[config.mk]
export PLATFORM = sky130hd
export DESIGN_NAME = leds_pwm
export DESIGN_NICKNAME = d
export VERILOG_FILES = /design/src/rtl/leds_pwm_pkg.sv /design/src/rtl/leds_pwm_timebase.sv /design/src/rtl/leds_pwm.sv
export SDC_FILE = /design/constraint.sdc
export NUM_CORES = 1
export LEC_CHECK = 0
export BUFFER_PORTS_ARGS = -buffer_cell sky130_fd_sc_hd__buf_2
export CORE_MARGIN = 5
export CORE_UTILIZATION = 40
export DETAILED_ROUTE_END_ITERATION = 10
export GPL_TIMING_DRIVEN = 0
export PLACE_DENSITY = 0.61
export SKIP_CTS_REPAIR_TIMING = 1
export SYNTH_ARGS = -nofsm -noshare
export SYNTH_HDL_FRONTEND = slang
export SYNTH_HIERARCHICAL = 1
export SYNTH_SLANG_ARGS = --single-unit
[constraint.sdc]
create_clock -name clk -period 3.2 [get_ports clk]
set_input_delay 0.16 -clock clk [delete_from_list [all_inputs] [get_ports clk]]
set_output_delay 0.16 -clock clk [all_outputs]
set_load 0.01 [all_outputs]
[src/rtl/leds_pwm_pkg.sv]
// ============================================================================
// Module      : leds_pwm_pkg
// Description : Shared constants, duty type and fade helper for leds_pwm.
// Revision    : 1.0 - initial release
// ============================================================================
`default_nettype none

package leds_pwm_pkg;

    typedef logic [7:0] duty_t;

    // Register selectors are address bits [3:2], i.e. word index within the window
    localparam logic [1:0] CTRL_OFF    = 2'd0;
    localparam logic [1:0] DUTY_LO_OFF = 2'd1;
    localparam logic [1:0] DUTY_HI_OFF = 2'd2;
    localparam logic [1:0] STATUS_OFF  = 2'd3;

    localparam int CTRL_ENABLE_BIT   = 0;
    localparam int CTRL_PRESCALE_LSB = 8;
    localparam int CTRL_PRESCALE_MSB = 15;
    localparam int STATUS_WRAP_BIT   = 0;
    localparam int STATUS_CNT_LSB    = 8;
    localparam int STATUS_CNT_MSB    = 15;

    localparam duty_t PERIOD_MAX = 8'd254;

    function automatic duty_t fade_step(input duty_t cur, input duty_t tgt);
        duty_t res;
        res = cur;
        if (cur < tgt) begin
            res = cur + 8'd1;
        end else if (cur > tgt) begin
            res = cur - 8'd1;
        end
        return res;
    endfunction

endpackage

`default_nettype wire

[src/rtl/leds_pwm_timebase.sv]
// ============================================================================
// Module      : pwm_timebase
// Description : Prescaler plus 0..254 period counter with tick/boundary pulses.
// Revision    : 1.0 - initial release
// ============================================================================
`default_nettype none

module pwm_timebase
    import leds_pwm_pkg::*;
(
    input  logic       clk,
    input  logic       reset,
    input  logic       i_enable,
    input  logic [7:0] i_prescale,
    output logic [7:0] o_cnt,
    output logic       o_tick,
    output logic       o_boundary
);

    logic [7:0] r_pre;
    logic [7:0] r_cnt;
    logic       w_tick;

    // Only equality reloads; a pre already above a newly lowered prescale
    // free-runs through 255 and wraps before matching again.
    assign w_tick     = i_enable && (r_pre == i_prescale);
    assign o_tick     = w_tick;
    assign o_boundary = w_tick && (r_cnt == PERIOD_MAX);
    assign o_cnt      = r_cnt;

    always_ff @(posedge clk or negedge reset) begin
        if (!reset) begin
            r_pre <= 8'd0;
            r_cnt <= 8'd0;
        end else if (!i_enable) begin
            r_pre <= 8'd0;
            r_cnt <= 8'd0;
        end else if (w_tick) begin
            r_pre <= 8'd0;
            r_cnt <= (r_cnt == PERIOD_MAX) ? 8'd0 : r_cnt + 8'd1;
        end else begin
            r_pre <= r_pre + 8'd1;
        end
    end

endmodule

`default_nettype wire

[src/rtl/leds_pwm.sv]
// ============================================================================
// Module      : leds_pwm
// Description : Memory-mapped PWM LED controller with shadowed per-channel duties.
//               Define LEDS_PWM_FADE_EN to step active duties +/-1 per period.
// Revision    : 1.0 - initial release
// ============================================================================
`default_nettype none

module leds_pwm
    import leds_pwm_pkg::*;
#(
    parameter int          CHANNELS       = 8,
    parameter logic [7:0]  RESET_PRESCALE = 8'd0
)(
    input  logic                clk,
    input  logic                reset,
    input  logic [31:0]         address_in,
    input  logic                sel_in,
    input  logic                read_in,
    output logic [31:0]         read_value_out,
    input  logic [3:0]          write_mask_in,
    input  logic [31:0]         write_value_in,
    output logic                ready_out,
    output logic [CHANNELS-1:0] leds_out
);

    logic                r_enable;
    logic [7:0]          r_prescale;
    logic                r_wrap;
    logic [CHANNELS-1:0] r_leds;

    logic [7:0]          w_cnt;
    logic                w_tick;
    logic                w_boundary;
    logic                w_wr_ctrl;
    logic                w_wr_status;
    logic                w_wrap_clr;
    logic [63:0]         w_shadow_flat;
    logic [CHANNELS-1:0] w_led_on;
    logic [31:0]         w_rdata;
    logic                w_unused;

    assign w_unused = &{1'b0, read_in, address_in[31:4], address_in[1:0], w_tick};

    assign ready_out   = sel_in;
    assign w_wr_ctrl   = sel_in && (address_in[3:2] == CTRL_OFF);
    assign w_wr_status = sel_in && (address_in[3:2] == STATUS_OFF);
    assign w_wrap_clr  = w_wr_status && write_mask_in[0] && write_value_in[STATUS_WRAP_BIT];

    pwm_timebase u_timebase (
        .clk        (clk),
        .reset      (reset),
        .i_enable   (r_enable),
        .i_prescale (r_prescale),
        .o_cnt      (w_cnt),
        .o_tick     (w_tick),
        .o_boundary (w_boundary)
    );

    always_ff @(posedge clk or negedge reset) begin
        if (!reset) begin
            r_enable   <= 1'b0;
            r_prescale <= RESET_PRESCALE;
        end else if (w_wr_ctrl) begin
            if (write_mask_in[0]) begin
                r_enable <= write_value_in[CTRL_ENABLE_BIT];
            end
            if (write_mask_in[1]) begin
                r_prescale <= write_value_in[CTRL_PRESCALE_MSB:CTRL_PRESCALE_LSB];
            end
        end
    end

    // Setting on a boundary outranks a simultaneous software clear
    always_ff @(posedge clk or negedge reset) begin
        if (!reset) begin
            r_wrap <= 1'b0;
        end else if (w_boundary) begin
            r_wrap <= 1'b1;
        end else if (w_wrap_clr) begin
            r_wrap <= 1'b0;
        end
    end

    for (genvar i = 0; i < CHANNELS; i++) begin : g_chan
        localparam logic [1:0] c_word = (i < 4) ? DUTY_LO_OFF : DUTY_HI_OFF;
        localparam int         c_lane = i % 4;

        duty_t r_shadow;
        duty_t r_active;
        logic  w_wr;

        assign w_wr = sel_in && (address_in[3:2] == c_word) && write_mask_in[c_lane];

        always_ff @(posedge clk or negedge reset) begin
            if (!reset) begin
                r_shadow <= 8'd0;
            end else if (w_wr) begin
                r_shadow <= write_value_in[8*c_lane +: 8];
            end
        end

        // Active sees the pre-write shadow on a boundary-coincident write
        always_ff @(posedge clk or negedge reset) begin
            if (!reset) begin
                r_active <= 8'd0;
            end else if (!r_enable) begin
                r_active <= r_shadow;
            end else if (w_boundary) begin
`ifdef LEDS_PWM_FADE_EN
                r_active <= fade_step(r_active, r_shadow);
`else
                r_active <= r_shadow;
`endif
            end
        end

        assign w_led_on[i]             = r_enable && (w_cnt < r_active);
        assign w_shadow_flat[8*i +: 8] = r_shadow;
    end

    for (genvar j = CHANNELS; j < 8; j++) begin : g_pad
        assign w_shadow_flat[8*j +: 8] = 8'd0;
    end

    always_ff @(posedge clk or negedge reset) begin
        if (!reset) begin
            r_leds <= '0;
        end else begin
            r_leds <= w_led_on;
        end
    end

    assign leds_out = r_leds;

    always_comb begin
        w_rdata = 32'h0;
        case (address_in[3:2])
            CTRL_OFF: begin
                w_rdata[CTRL_ENABLE_BIT]                     = r_enable;
                w_rdata[CTRL_PRESCALE_MSB:CTRL_PRESCALE_LSB] = r_prescale;
            end
            DUTY_LO_OFF: w_rdata = w_shadow_flat[31:0];
            DUTY_HI_OFF: w_rdata = w_shadow_flat[63:32];
            default: begin
                w_rdata[STATUS_WRAP_BIT]               = r_wrap;
                w_rdata[STATUS_CNT_MSB:STATUS_CNT_LSB] = w_cnt;
            end
        endcase
    end

    assign read_value_out = sel_in ? w_rdata : 32'h0;

endmodule

`default_nettype wire
### Word level (Yosys, flattened, before mapping)

Index checks and enable logic that the tools add are counted.
W data, S select, Z words.

| storage, ports and cells | value |
|---|---|
| register bits after elaboration | 162 |
| input bits | 72 |
| output and inout bits | 41 |

| cells by class | value |
|---|---|
| magnitude comparators | 8 |
| equal/unequal tests | 7 |
| reductions and logical operators | 28 |
| $add $sub $neg | 2 |
| mux-type cells | 28 |

Operator list:

| cell | count |
|---|---|
| $mux W8 | 21 |
| $lt A8 B8 Y1 | 8 |
| $mux W32 | 1 |
| $pmux W16 S2 | 1 |
| $logic_and A1 B1 Y1 | 24 |
| $pmux W8 S3 | 1 |
| $add A8 B1 Y8 const B | 2 |
| $pmux W7 S2 | 1 |
| $eq A8 B8 Y1 | 1 |
| $eq A8 B8 Y1 const B | 1 |
| $eq A2 B2 Y1 const B | 2 |
| $ne A2 B1 Y1 const B | 2 |
| $reduce_and A2 Y1 | 2 |
| $pmux W1 S3 | 1 |
| $eq A2 B1 Y1 const B | 1 |
| $logic_not A2 Y1 | 1 |
| $mux W1 | 2 |
| $reduce_bool A2 Y1 | 1 |

### Depth between registers and ports, before layout

Gate-level depths: netlist of run 1.

| depth | value |
|---|---|
| word-level depth | 6 |
| depth in mapped cells | 9 |
| depth with buffers taken out | 7 |

### Modules after synthesis

The synthesis of run 1 kept the hierarchy.

By module, submodules not included:

| module | seq. area each (µm²) | cells an instance | times used | area an instance (µm²) |
|---|---|---|---|---|
| leds_pwm | 3653.5 | 587 | 1 | 7435.9 |
| pwm_timebase | 400.4 | 98 | 1 | 1019.7 |

### Least setup slack after synthesis of run 1

No wires, ideal clock.

| path | value |
|---|---|
| path type | register to register |
| start point | register u_timebase.r_pre[3] |
| end point | register g_chan[0].r_active[0] |
| arrival time | 1.997 ns |
| slack | 1.078 ns |
| setup time | 0.125 ns |
| cell stages (with the launch flop) | 10 |
| cells stage by stage | dfrtp_1 xnor2_2 and4_2 nand2_2 buf_2 nor3_1 nor2b_1 buf_4 buf_4 mux2_2 |

| on the way | value |
|---|---|
| word-level cells in the longest chain between the ends | 4 |

RTL lines:

| what | RTL line | source |
|---|---|---|
| from (decl) | leds_pwm_timebase.sv:20 | `logic [7:0] r_pre;` |
| from (signal assigned) | leds_pwm_timebase.sv:42 | `r_pre <= r_pre + 8'd1;` |
| $eq A8 B8 Y1 | leds_pwm_timebase.sv:26 | `assign w_tick = i_enable && (r_pre == i_prescale);` |
| $logic_and A1 B1 Y1 | leds_pwm_timebase.sv:26 |  |
| $logic_and A1 B1 Y1 | leds_pwm_timebase.sv:28 | `assign o_boundary = w_tick && (r_cnt == PERIOD_MAX);` |
| net w_boundary | leds_pwm.sv:34 | `logic w_boundary;` |
| $ne A2 B1 Y1 (no source line) | -- |  |
| to (signal assigned) | leds_pwm.sv:108 | `r_active <= r_shadow;` |
| to (signal assigned) | leds_pwm.sv:113 | `r_active <= r_shadow;` |
| to (decl) | leds_pwm.sv:90 | `duty_t r_active;` |

The timed path passes the listed nets, and every way through them passes these cells.
A chain may end at the register's enable or synchronous reset.

### Final worst setup path of run 1

| path | value |
|---|---|
| start point | register u_timebase.r_cnt[1], in the netlist u_timebase/o_cnt[1] |
| end point | register g_chan[1].r_active[2] |

| on the way | value |
|---|---|
| word-level cells in the longest chain between the ends | 3 |

RTL lines:

| what | RTL line | source |
|---|---|---|
| from (decl) | leds_pwm_timebase.sv:21 | `logic [7:0] r_cnt;` |
| from (signal assigned) | leds_pwm_timebase.sv:40 | `r_cnt <= (r_cnt == PERIOD_MAX) ? 8'd0 : r_cnt + 8'd1;` |
| $eq A8 B8 Y1 | leds_pwm_timebase.sv:28 |  |
| $logic_and A1 B1 Y1 | leds_pwm_timebase.sv:28 |  |
| net w_boundary | leds_pwm.sv:34 |  |
| $ne A2 B1 Y1 (no source line) | -- |  |
| to (signal assigned) | leds_pwm.sv:108 |  |
| to (signal assigned) | leds_pwm.sv:113 |  |
| to (decl) | leds_pwm.sv:90 |  |

The timed path passes the listed nets, and every way through them passes these cells.

==> flow_metrics.py, run 1 <==
metrics = {
    "clock_network": {
        "cts_tree": "built",
        "path_clk_slew_ns": 0.06,
        "cts-root-buf": "clkbuf_16",
        "clock_latency_ns": 0.42,
        "clk_path_buf_depth": 2,
        "clock_sinks": 162,
        "cts_buffers": 17,
        "htreeDepth": 4,
    },
    "cells_and_area": {
        "area_growth_syn_to_layout_pct": 19.0,
        "drive_above_1_share_pct": 35.5,
        "fin_util_pct": 48.1,
        "seq_area_um2": 4050,
        "multiInputGateArea_um2": 4000,
        "antenna_cells": 0,
        "nNetsFinal": 941,
        "fillCellCount": 1930,
    },
    "drt": {
        "wl_met3_um": 827,
        "remaining_drc_errors": 0,
        "dr.pass1.iters": 5,
        "drtAntennaViolNets": 0,
        "drt_iter0_drc": 274,
        "wl_met1_um": 9990,
        "finalWirelength_um": 20500,
        "highest_layer": "met4",
        "via_per_inst": 5.35,
        "dr_wl_met2_um": 9390,
        "wl_per_cell_um": 18.7,
        "vias": 5848,
    },
    "synth": {
        "syn_inst": 684,
        "synth_area_per_cell_um2": 12.4,
        "yosys_warnings": 6,
        "synth_area_um2": 8450,
        "syn_nets": 820,
    },
    "global_route": {
        "grt_pass1_wl_um": 32600,
        "gr-total-overflow": 0,
        "antenna_found_initial": 0,
        "grt_pass1_vias": 5874,
        "grt_start_max_net_pins": 104,
        "grt_usage_pct": 17.3,
    },
    "worst_setup_path": {
        "crit_chain": "ha_1 -> and4_1 -> nand2_1 -> nor3_1 -> nor2b_1 -> buf_4 -> buf_4 -> mux2_2",
        "critPathSlowestCell": "dfrtp_1",
        "critPathArrivalTime_ns": 3.13,
        "startpoint_type": "register",
        "worstSetupPathType": "register to register",
        "path_common_cell": "buf_4",
        "worst_path_largest_cell_delay_ns": 0.89,
        "crit_required_ns": 3.50,
        "cp_max_fo": 16,
        "critPathTopFamily": "flip-flops",
        "crit_buf_inv": 2,
        "end_kind": "register",
    },
    "timing": {
        "rsz0062_at_grt": "no",
        "setup_viol": 0,
        "skew_ns": 0.00949,
        "fin_hold_ws_ns": 0.00753,
        "slew_violations": 0,
        "hold_viol": 0,
        "max_slew_margin_pct": 43.9,
        "fin_crit_sh_pct": 88.6,
        "fmax_mhz": 353,
        "period_needed_ns": 2.84,
        "tightestPinTransition_ns": 0.842,
    },
    "status": {
        "outcome": "completed",
    },
    "floorplan": {
        "ios": 113,
        "die_h_um": 155,
        "die-area_um2": 24100,
        "start_util_pct": 40.5,
        "die_x_um": 155,
        "num_rows": 53,
        "core-area_um2": 20900,
    },
    "place": {
        "io_buffers": 81,
        "dpl.hpwl_um": 14300,
        "gp_congestion": 0.812,
    },
    "power": {
        "p_int_mw": 4.79,
        "leakage_nw": 4.82,
        "irDropWorstVdd_mv": 0.415,
        "seqPwrFrac_pct": 44.2,
        "net-switching-power_mw": 1.95,
        "p_sw_share_pct": 28.9,
        "powerDensity_nw_per_um2": 670,
        "clkPwrFrac_pct": 31.8,
        "combPwrFrac_pct": 24.0,
    },
    "hold_path": {
        "hold_class": "primary input to register",
    },
    "run": {
        "maxCapViolations": 0,
    },
}
-- sequential cells by signal, indices dropped and copies added (netlist names) --
name / flops
g_chan.r_active: 64
g_chan.r_shadow: 64
leds_out: 8
r_enable: 1
r_prescale: 8
r_wrap: 1
u_timebase/o_cnt: 8
u_timebase/r_pre: 8
-- power by group through the flow --
| stage | Clock, mW | Sequential (mW) | Combinational (mW) |
|---|---|---|---|
| after global routing | 2.28 | 3.05 | 1.82 |
| after CTS | 2.19 | 2.98 | 1.63 |
| after global placement | 0 | 3.00 | 1.57 |
| after floorplan | 0 | 2.90 | 1.20 |
| after detailed placement | 0 | 3.02 | 1.62 |
| final | 2.14 | 2.98 | 1.62 |
-- worst register-to-register path: cells and delay by family, from the launching register on --
family	cells	cell delay (ns)
adders and majority gates	1	0.34
and+or+nand+nor	4	0.77
buffers and inverters	2	0.43
DFF	1	0.89
muxes	1	0.29
-- metrics by stage --
stage / power (mW) / TNS (ns) / cell area, µm² / std cells / setup slack, ns
CTS: 6.80 / 0 / 9860 / 1073 / 0.413
global route: 7.15 / 0 / 10100 / 1093 / 0.227
finish: 6.74 / 0 / 10100 / 1093 / 0.365
floorplan: 4.10 / 0 / 8450 / 684 / 1.08
global placement: 4.58 / -102.87 / 9200 / 1040 / -0.649
detailed placement: 4.64 / 0 / 9240 / 1041 / 0.418
-- path summary, 6_finish.rpt --
| kind | cells after the start | start | slack [ns] | to |
|---|---|---|---|---|
| worst min register to register | 1 | r_wrap | 0.49 | r_wrap |
| worst min-delay path | 2 | write_value_in[4] | 0.008 | g_chan[4].r_shadow[4] |
| worst max register to register | 8 | u_timebase/o_cnt[1] | 0.36 | g_chan[1].r_active[2] |
| max in group asynchronous | 3 | reset | 2.05 | g_chan[3].r_active[5] |
| min in group asynchronous | 2 | reset | 0.26 | leds_out[4] |
| worst max-delay path | 8 | u_timebase/o_cnt[1] | 0.36 | g_chan[1].r_active[2] |
-- routing by layer --
layer | vias to the layer above | global-route usage (%)
li1 | 2749 | -
met1 | 2946 | 24.9
met2 | 135 | 27.2
met3 | 18 | 2.75
met4 | 0 | 4.38
met5 | - | 0
-- area by class of cell --
cell class | instances | share of cell area, %
flip-flops and latches | 162 | 40.3
clock inverters | 13 | 1.83
clock buffers | 19 | 4.31
inverters | 60 | 2.24
repair buffers | 102 | 6.40
well taps | 275 | 3.42
multi-input cells | 434 | 39.7
plain buffers | 28 | 1.77
-- cells in the final DEF (no fill, tap or decap), drive strengths merged, types with 2 or more instances in the layout --
| cell | n |
|---|---|
| dfrtp | 162 |
| mux2 | 137 |
| buf | 103 |
| ha | 64 |
| inv | 61 |
| clkbuf | 26 |
| a22oi | 23 |
| nor2 | 23 |
| o21ai | 20 |
| dlygate4sd3 | 20 |
| nand3 | 16 |
| nand2 | 15 |
| and2 | 12 |
| and3 | 12 |
| xnor2 | 12 |
| a211oi | 11 |
| a222oi | 9 |
| o211ai | 9 |
| a21o | 9 |
| o2111a | 8 |
| nor3b | 8 |
| nand2b | 8 |
| a221oi | 8 |
| nand4 | 6 |
| clkinv | 5 |
| bufinv | 4 |
| clkinvlp | 3 |
| a21oi | 3 |
| and4 | 3 |
| xor2 | 2 |
| nor3 | 2 |
| nand4b | 2 |
| o311ai | 2 |
| o41ai | 2 |
| o22ai | 2 |
| o221a | 2 |
Note: power is estimated with default switching activity, not from simulation.
==> run 2, diff against run 1 <==
--- a/config.mk
+++ b/config.mk
@@ -11,6 +11,7 @@
 export DETAILED_ROUTE_END_ITERATION = 10
 export GPL_TIMING_DRIVEN = 0
 export PLACE_DENSITY = 0.61
+export REMOVE_ABC_BUFFERS = 1
 export SKIP_CTS_REPAIR_TIMING = 1
 export SYNTH_ARGS = -nofsm -noshare
 export SYNTH_HDL_FRONTEND = slang
==> flow_metrics.py, run 2 (synthesis results as in run 1) <==
metrics = {
    "status": {
        "outcome": "completed",
    },
    "cells_and_area": {
        "stdcell_area_um2": 10000,
        "fin_util_pct": 47.9,
        "drive_above_1_share_pct": 34.1,
        "top_regs": "g_chan.r_active x64, g_chan.r_shadow x64",
        "antenna_cells": 0,
        "final_cell_mix": "dfrtp_1 (161), mux2_2 (137), buf_2 (80)",
        "nNetsFinal": 920,
        "fillCellCount": 1907,
        "area_growth_syn_to_layout_pct": 18.3,
        "final_common_cell": "dfrtp_1",
    },
    "place": {
        "postPlaceCellArea_um2": 9130,
        "dpl.hpwl_um": 12900,
        "gp_congestion": 0.768,
        "io_buffers": 81,
        "preCtsSetupSlack_ns": 0.0872,
    },
    "floorplan": {
        "die_h_um": 155,
        "num_rows": 53,
        "ios": 113,
        "core-area_um2": 20900,
        "die-area_um2": 24100,
        "start_util_pct": 40.5,
        "die_x_um": 155,
    },
    "global_route": {
        "grt_pass1_wl_um": 31700,
        "top_usage_layer": "met2",
        "grt_util_met2_pct": 27.8,
        "grtUsageMet1_pct": 22.6,
        "gr-total-overflow": 0,
        "grtUsageMet3_pct": 3.23,
        "grt_start_max_net_pins": 110,
        "grt_pass1_vias": 5887,
        "grt_usage_pct": 16.7,
        "antenna_found_initial": 1,
    },
    "drt": {
        "wl_per_cell_um": 18.3,
        "drt_iter0_drc": 324,
        "remaining_drc_errors": 0,
        "dr.pass1.iters": 5,
        "via_per_inst": 5.32,
        "vias": 5706,
        "drtAntennaViolNets": 0,
        "finalWirelength_um": 19600,
    },
    "worst_setup_path": {
        "end_kind": "register",
        "worstSetupPathType": "register to register",
        "startpoint_type": "register",
        "crit_required_ns": 3.51,
        "critPathArrivalTime_ns": 3.28,
        "cp_max_fo": 26,
    },
    "clock_network": {
        "cts_buffers": 17,
        "cts_tree": "built",
        "clock_sinks": 162,
        "path_clk_slew_ns": 0.06,
        "cts-root-buf": "clkbuf_16",
        "clk_path_buf_depth": 2,
        "htreeDepth": 4,
        "clock_latency_ns": 0.42,
    },
    "power": {
        "p_total_mw": 6.72,
        "powerDensity_nw_per_um2": 672,
        "p_int_mw": 4.83,
        "clkPwrFrac_pct": 32.1,
        "leakage_nw": 4.76,
        "irDropWorstVdd_mv": 0.373,
        "seqPwrFrac_pct": 44.5,
        "combPwrFrac_pct": 23.3,
        "p_sw_share_pct": 28.1,
        "net-switching-power_mw": 1.89,
    },
    "timing": {
        "setup_viol": 0,
        "period_needed_ns": 2.97,
        "fin_hold_ws_ns": 0.00948,
        "rsz0062_at_grt": "no",
        "finalWorstSetupSlack_ns": 0.227,
        "fin_crit_sh_pct": 92.9,
        "tightestPinTransition_ns": 1.09,
        "slew_violations": 0,
        "fmax_mhz": 336,
        "skew_ns": 0.0125,
        "hold_viol": 0,
        "max_slew_margin_pct": 27.4,
    },
    "hold_path": {
        "hold_class": "primary input to register",
    },
    "run": {
        "maxCapViolations": 0,
    },
}
-- run 2: cell types whose count changed in the layout (fill, tap and decap cells not counted), sizes merged --
cell         delta
buf            -18
clkbuf          -2
clkinv          -1
clkinvlp        -3
dlygate4sd3     +4
inv             -1
-- run 2: per-layer routing --
metal / wire [µm] / share of wire (%) / vias up
met5: 13 / 0.066 / -
li1: - / - / 2703
met2: 9860 / 50 / 85
met4: 72 / 0.37 / 2
met3: 621 / 3.2 / 7
met1: 9030 / 46 / 2909
-- run 2: path summary, 6_finish.rpt --
| path | from | to | slack, ns | depth (start not counted) |
|---|---|---|---|---|
| setup / recovery | u_timebase/o_cnt[1] | g_chan[0].r_active[6] | 0.23 | 8 |
| hold / removal | write_value_in[9] | g_chan[5].r_shadow[1] | 0.009 | 2 |
| setup reg to reg | u_timebase/o_cnt[1] | g_chan[0].r_active[6] | 0.23 | 8 |
| hold reg to reg | r_wrap | r_wrap | 0.48 | 1 |
| max in group asynchronous | reset | r_prescale[4] | 2.08 | 3 |
| min in group asynchronous | reset | g_chan[7].r_active[4] | 0.24 | 2 |
-- run 2: per-stage QoR --
step                cells  TNS [ns]
detailed placement   1016         0
global route         1072         0
finish               1072         0
CTS                  1048         0
floorplan             656    -94.37
global placement     1012   -332.11
-- run 2: cell type report --
cell class | count | area, µm² | area share (%)
flip-flops and latches | 162 | 4060 | 40.6
multi-input cells | 434 | 4010 | 40.1
repair buffers | 109 | 743 | 7.43
clock buffers | 24 | 472 | 4.72
well taps | 275 | 344 | 3.44
inverters | 60 | 225 | 2.25
clock inverters | 8 | 151 | 1.51
-- run 2: critical path, cell delays in order, from the launching register on --
cell and delay [ns]:
dfrtp_1 0.68, ha_1 0.38, and4_1 0.22, nand2_1 0.15, nor3_1 0.11, nor2b_4 0.47
buf_12 0.27, buf_12 0.22, mux2_2 0.36
-- run 2: power by group through the flow --
stage | Combinational, mW | Clock, mW | Sequential [mW]
6_report | 1.57 | 2.16 | 2.99
3_5_place_dp | 1.56 | 0 | 3.03
2_1_floorplan | 1.17 | 0 | 2.91
3_3_place_gp | 1.53 | 0 | 3.02
4_1_cts | 1.58 | 2.22 | 2.99
5_1_grt | 1.78 | 2.30 | 3.07
==> run 3, diff against run 2 <==
--- a/config.mk
+++ b/config.mk
@@ -6,11 +6,13 @@
 export NUM_CORES = 1
 export LEC_CHECK = 0
 export BUFFER_PORTS_ARGS = -buffer_cell sky130_fd_sc_hd__buf_2
+export CELL_PAD_IN_SITES_DETAIL_PLACEMENT = 0
+export CELL_PAD_IN_SITES_GLOBAL_PLACEMENT = 2
 export CORE_MARGIN = 5
 export CORE_UTILIZATION = 40
 export DETAILED_ROUTE_END_ITERATION = 10
 export GPL_TIMING_DRIVEN = 0
-export PLACE_DENSITY = 0.61
+export PLACE_DENSITY = 0.83
 export REMOVE_ABC_BUFFERS = 1
 export SKIP_CTS_REPAIR_TIMING = 1
 export SYNTH_ARGS = -nofsm -noshare
==> flow_metrics.py, run 3 (synthesis results as in run 1) <==
metrics = {
    "timing": {
        "skew_ns": 0.0105,
        "max_slew_margin_pct": 27.8,
        "rsz0062_at_grt": "no",
        "hold_viol": 0,
        "fin_setup_tns_ns": 0,
        "fin_hold_ws_ns": 0.00809,
        "fin_crit_sh_pct": 93.2,
        "setup_viol": 0,
        "period_needed_ns": 2.98,
        "fmax_mhz": 335,
        "tightestPinTransition_ns": 1.08,
        "slew_violations": 0,
    },
    "worst_setup_path": {
        "crit_required_ns": 3.51,
        "worstSetupPathType": "register to register",
        "critPathTopFamily": "flip-flops",
        "timing.rr.end": "g_chan[3].r_active[3]",
        "r2r_slack_ns": 0.22,
        "r2r-start": "r_enable",
        "reg2reg_depth": 5,
        "end_kind": "register",
        "critPathSlowestCell": "dfrtp_1",
        "cp_max_fo": 27,
        "crit_chain": "inv_1 -> nor3_1 -> nor2b_4 -> buf_12 -> mux2_2",
        "crit_buf_inv": 2,
        "worst_path_largest_cell_delay_ns": 1.02,
        "startpoint_type": "register",
        "critPathArrivalTime_ns": 3.29,
    },
    "place": {
        "io_buffers": 81,
        "postPlaceCellArea_um2": 9170,
        "gp_congestion": 0.829,
        "dpl.hpwl_um": 14000,
        "place_inst": 1017,
    },
    "cells_and_area": {
        "fin_cells": 1077,
        "nNetsFinal": 925,
        "final_common_cell": "dfrtp_1",
        "drive_above_1_share_pct": 34.7,
        "stdcell_area_um2": 10100,
        "final_cell_mix": "dfrtp_1 (161), mux2_2 (137), buf_2 (80)",
        "area_growth_syn_to_layout_pct": 19.9,
        "top_regs": "g_chan.r_active x64, g_chan.r_shadow x64",
        "fillCellCount": 1853,
    },
    "global_route": {
        "gr-total-overflow": 0,
        "antenna_found_initial": 2,
        "grt_pass1_wl_um": 34000,
        "grt_pass1_vias": 6387,
        "grt_start_max_net_pins": 88,
        "grt_usage_pct": 17.8,
    },
    "floorplan": {
        "num_rows": 53,
        "core-area_um2": 20900,
        "die-area_um2": 24100,
        "die_h_um": 155,
        "ios": 113,
        "die_x_um": 155,
        "start_util_pct": 40.5,
    },
    "status": {
        "outcome": "completed",
    },
    "drt": {
        "via_per_inst": 5.46,
        "drtAntennaViolNets": 0,
        "remaining_drc_errors": 0,
        "drt_iter0_drc": 407,
        "wl_per_cell_um": 19.2,
        "dr.pass1.iters": 7,
        "finalWirelength_um": 20700,
        "vias": 5883,
    },
    "hold_path": {
        "holdPathEnd": "r_prescale[0]",
        "hp-start": "write_value_in[8]",
        "hold_class": "primary input to register",
        "hold_depth": 2,
    },
    "clock_network": {
        "path_clk_slew_ns": 0.06,
        "cts_tree": "built",
        "cts_buffers": 17,
        "clk_path_buf_depth": 2,
        "htreeDepth": 4,
        "clock_sinks": 162,
        "clock_latency_ns": 0.43,
        "cts-root-buf": "clkbuf_16",
    },
    "power": {
        "leakage_nw": 4.82,
        "irDropWorstVdd_mv": 0.381,
        "powerDensity_nw_per_um2": 691,
        "p_total_mw": 7.00,
    },
    "run": {
        "maxCapViolations": 0,
    },
}
## run 3: worst max path at each step
| stage | from | endpoint | slack (ns) | cells after the start |
|---|---|---|---|---|
| after floorplan | u_timebase/o_cnt[0] | g_chan[0].r_active[0] | -1.47 | 7 |
| after CTS | u_timebase/o_cnt[0] | g_chan[3].r_active[3] | 0.10 | 8 |
| after global placement | u_timebase/o_cnt[0] | g_chan[1].r_active[6] | -3.44 | 7 |
| final | r_enable | g_chan[3].r_active[3] | 0.22 | 5 |
| after detailed placement | u_timebase/o_cnt[0] | g_chan[3].r_active[3] | 0.13 | 8 |
| after global routing | r_enable | g_chan[3].r_active[3] | 0.02 | 5 |
## run 3: cell type report
class                      instances  area (µm²)  share of cell area, %
antenna                            1        2.50                 0.0247
sequential                       162        4060                   40.0
clock inverter                    14         260                   2.57
inverter                          60         225                   2.22
timing repair buffer             113         805                   7.94
multi-input combinational        435        4020                   39.6
tap                              275         344                   3.40
clock buffer                      17         425                   4.20
## run 3: where the power goes
| part | total, mW | internal, mW | leakage [nW] | switching (mW) |
|---|---|---|---|---|
| logic | 1.61 | 0.879 | 2.51 | 0.732 |
| registers | 3.01 | 2.62 | 1.98 | 0.395 |
| clock network | 2.38 | 1.54 | 0.337 | 0.842 |
## run 3: stage by stage
| step | util [%] | worst slack (ns) |
|---|---|---|
| global placement | 43.2 | -3.44 |
| floorplan | - | -1.47 |
| global route | 48.5 | 0.0213 |
| detailed placement | 43.9 | 0.134 |
| finish | 48.5 | 0.218 |
| CTS | 47.2 | 0.103 |
## run 3: routing by layer
metal  track usage [%]  vias up  share of wire [%]
met5                 0        -              0.063
met2              30.5      128                 50
met4              5.29        2                1.5
met1              22.5     3019                 43
li1                  -     2709                  -
met3              4.09       25                4.8
## run 3: worst register-to-register path: stages (launching register included)
cell and delay, ns:
dfrtp_1 1.02, inv_1 0.36, nor3_1 0.70, nor2b_4 0.24, buf_12 0.25, mux2_2 0.29
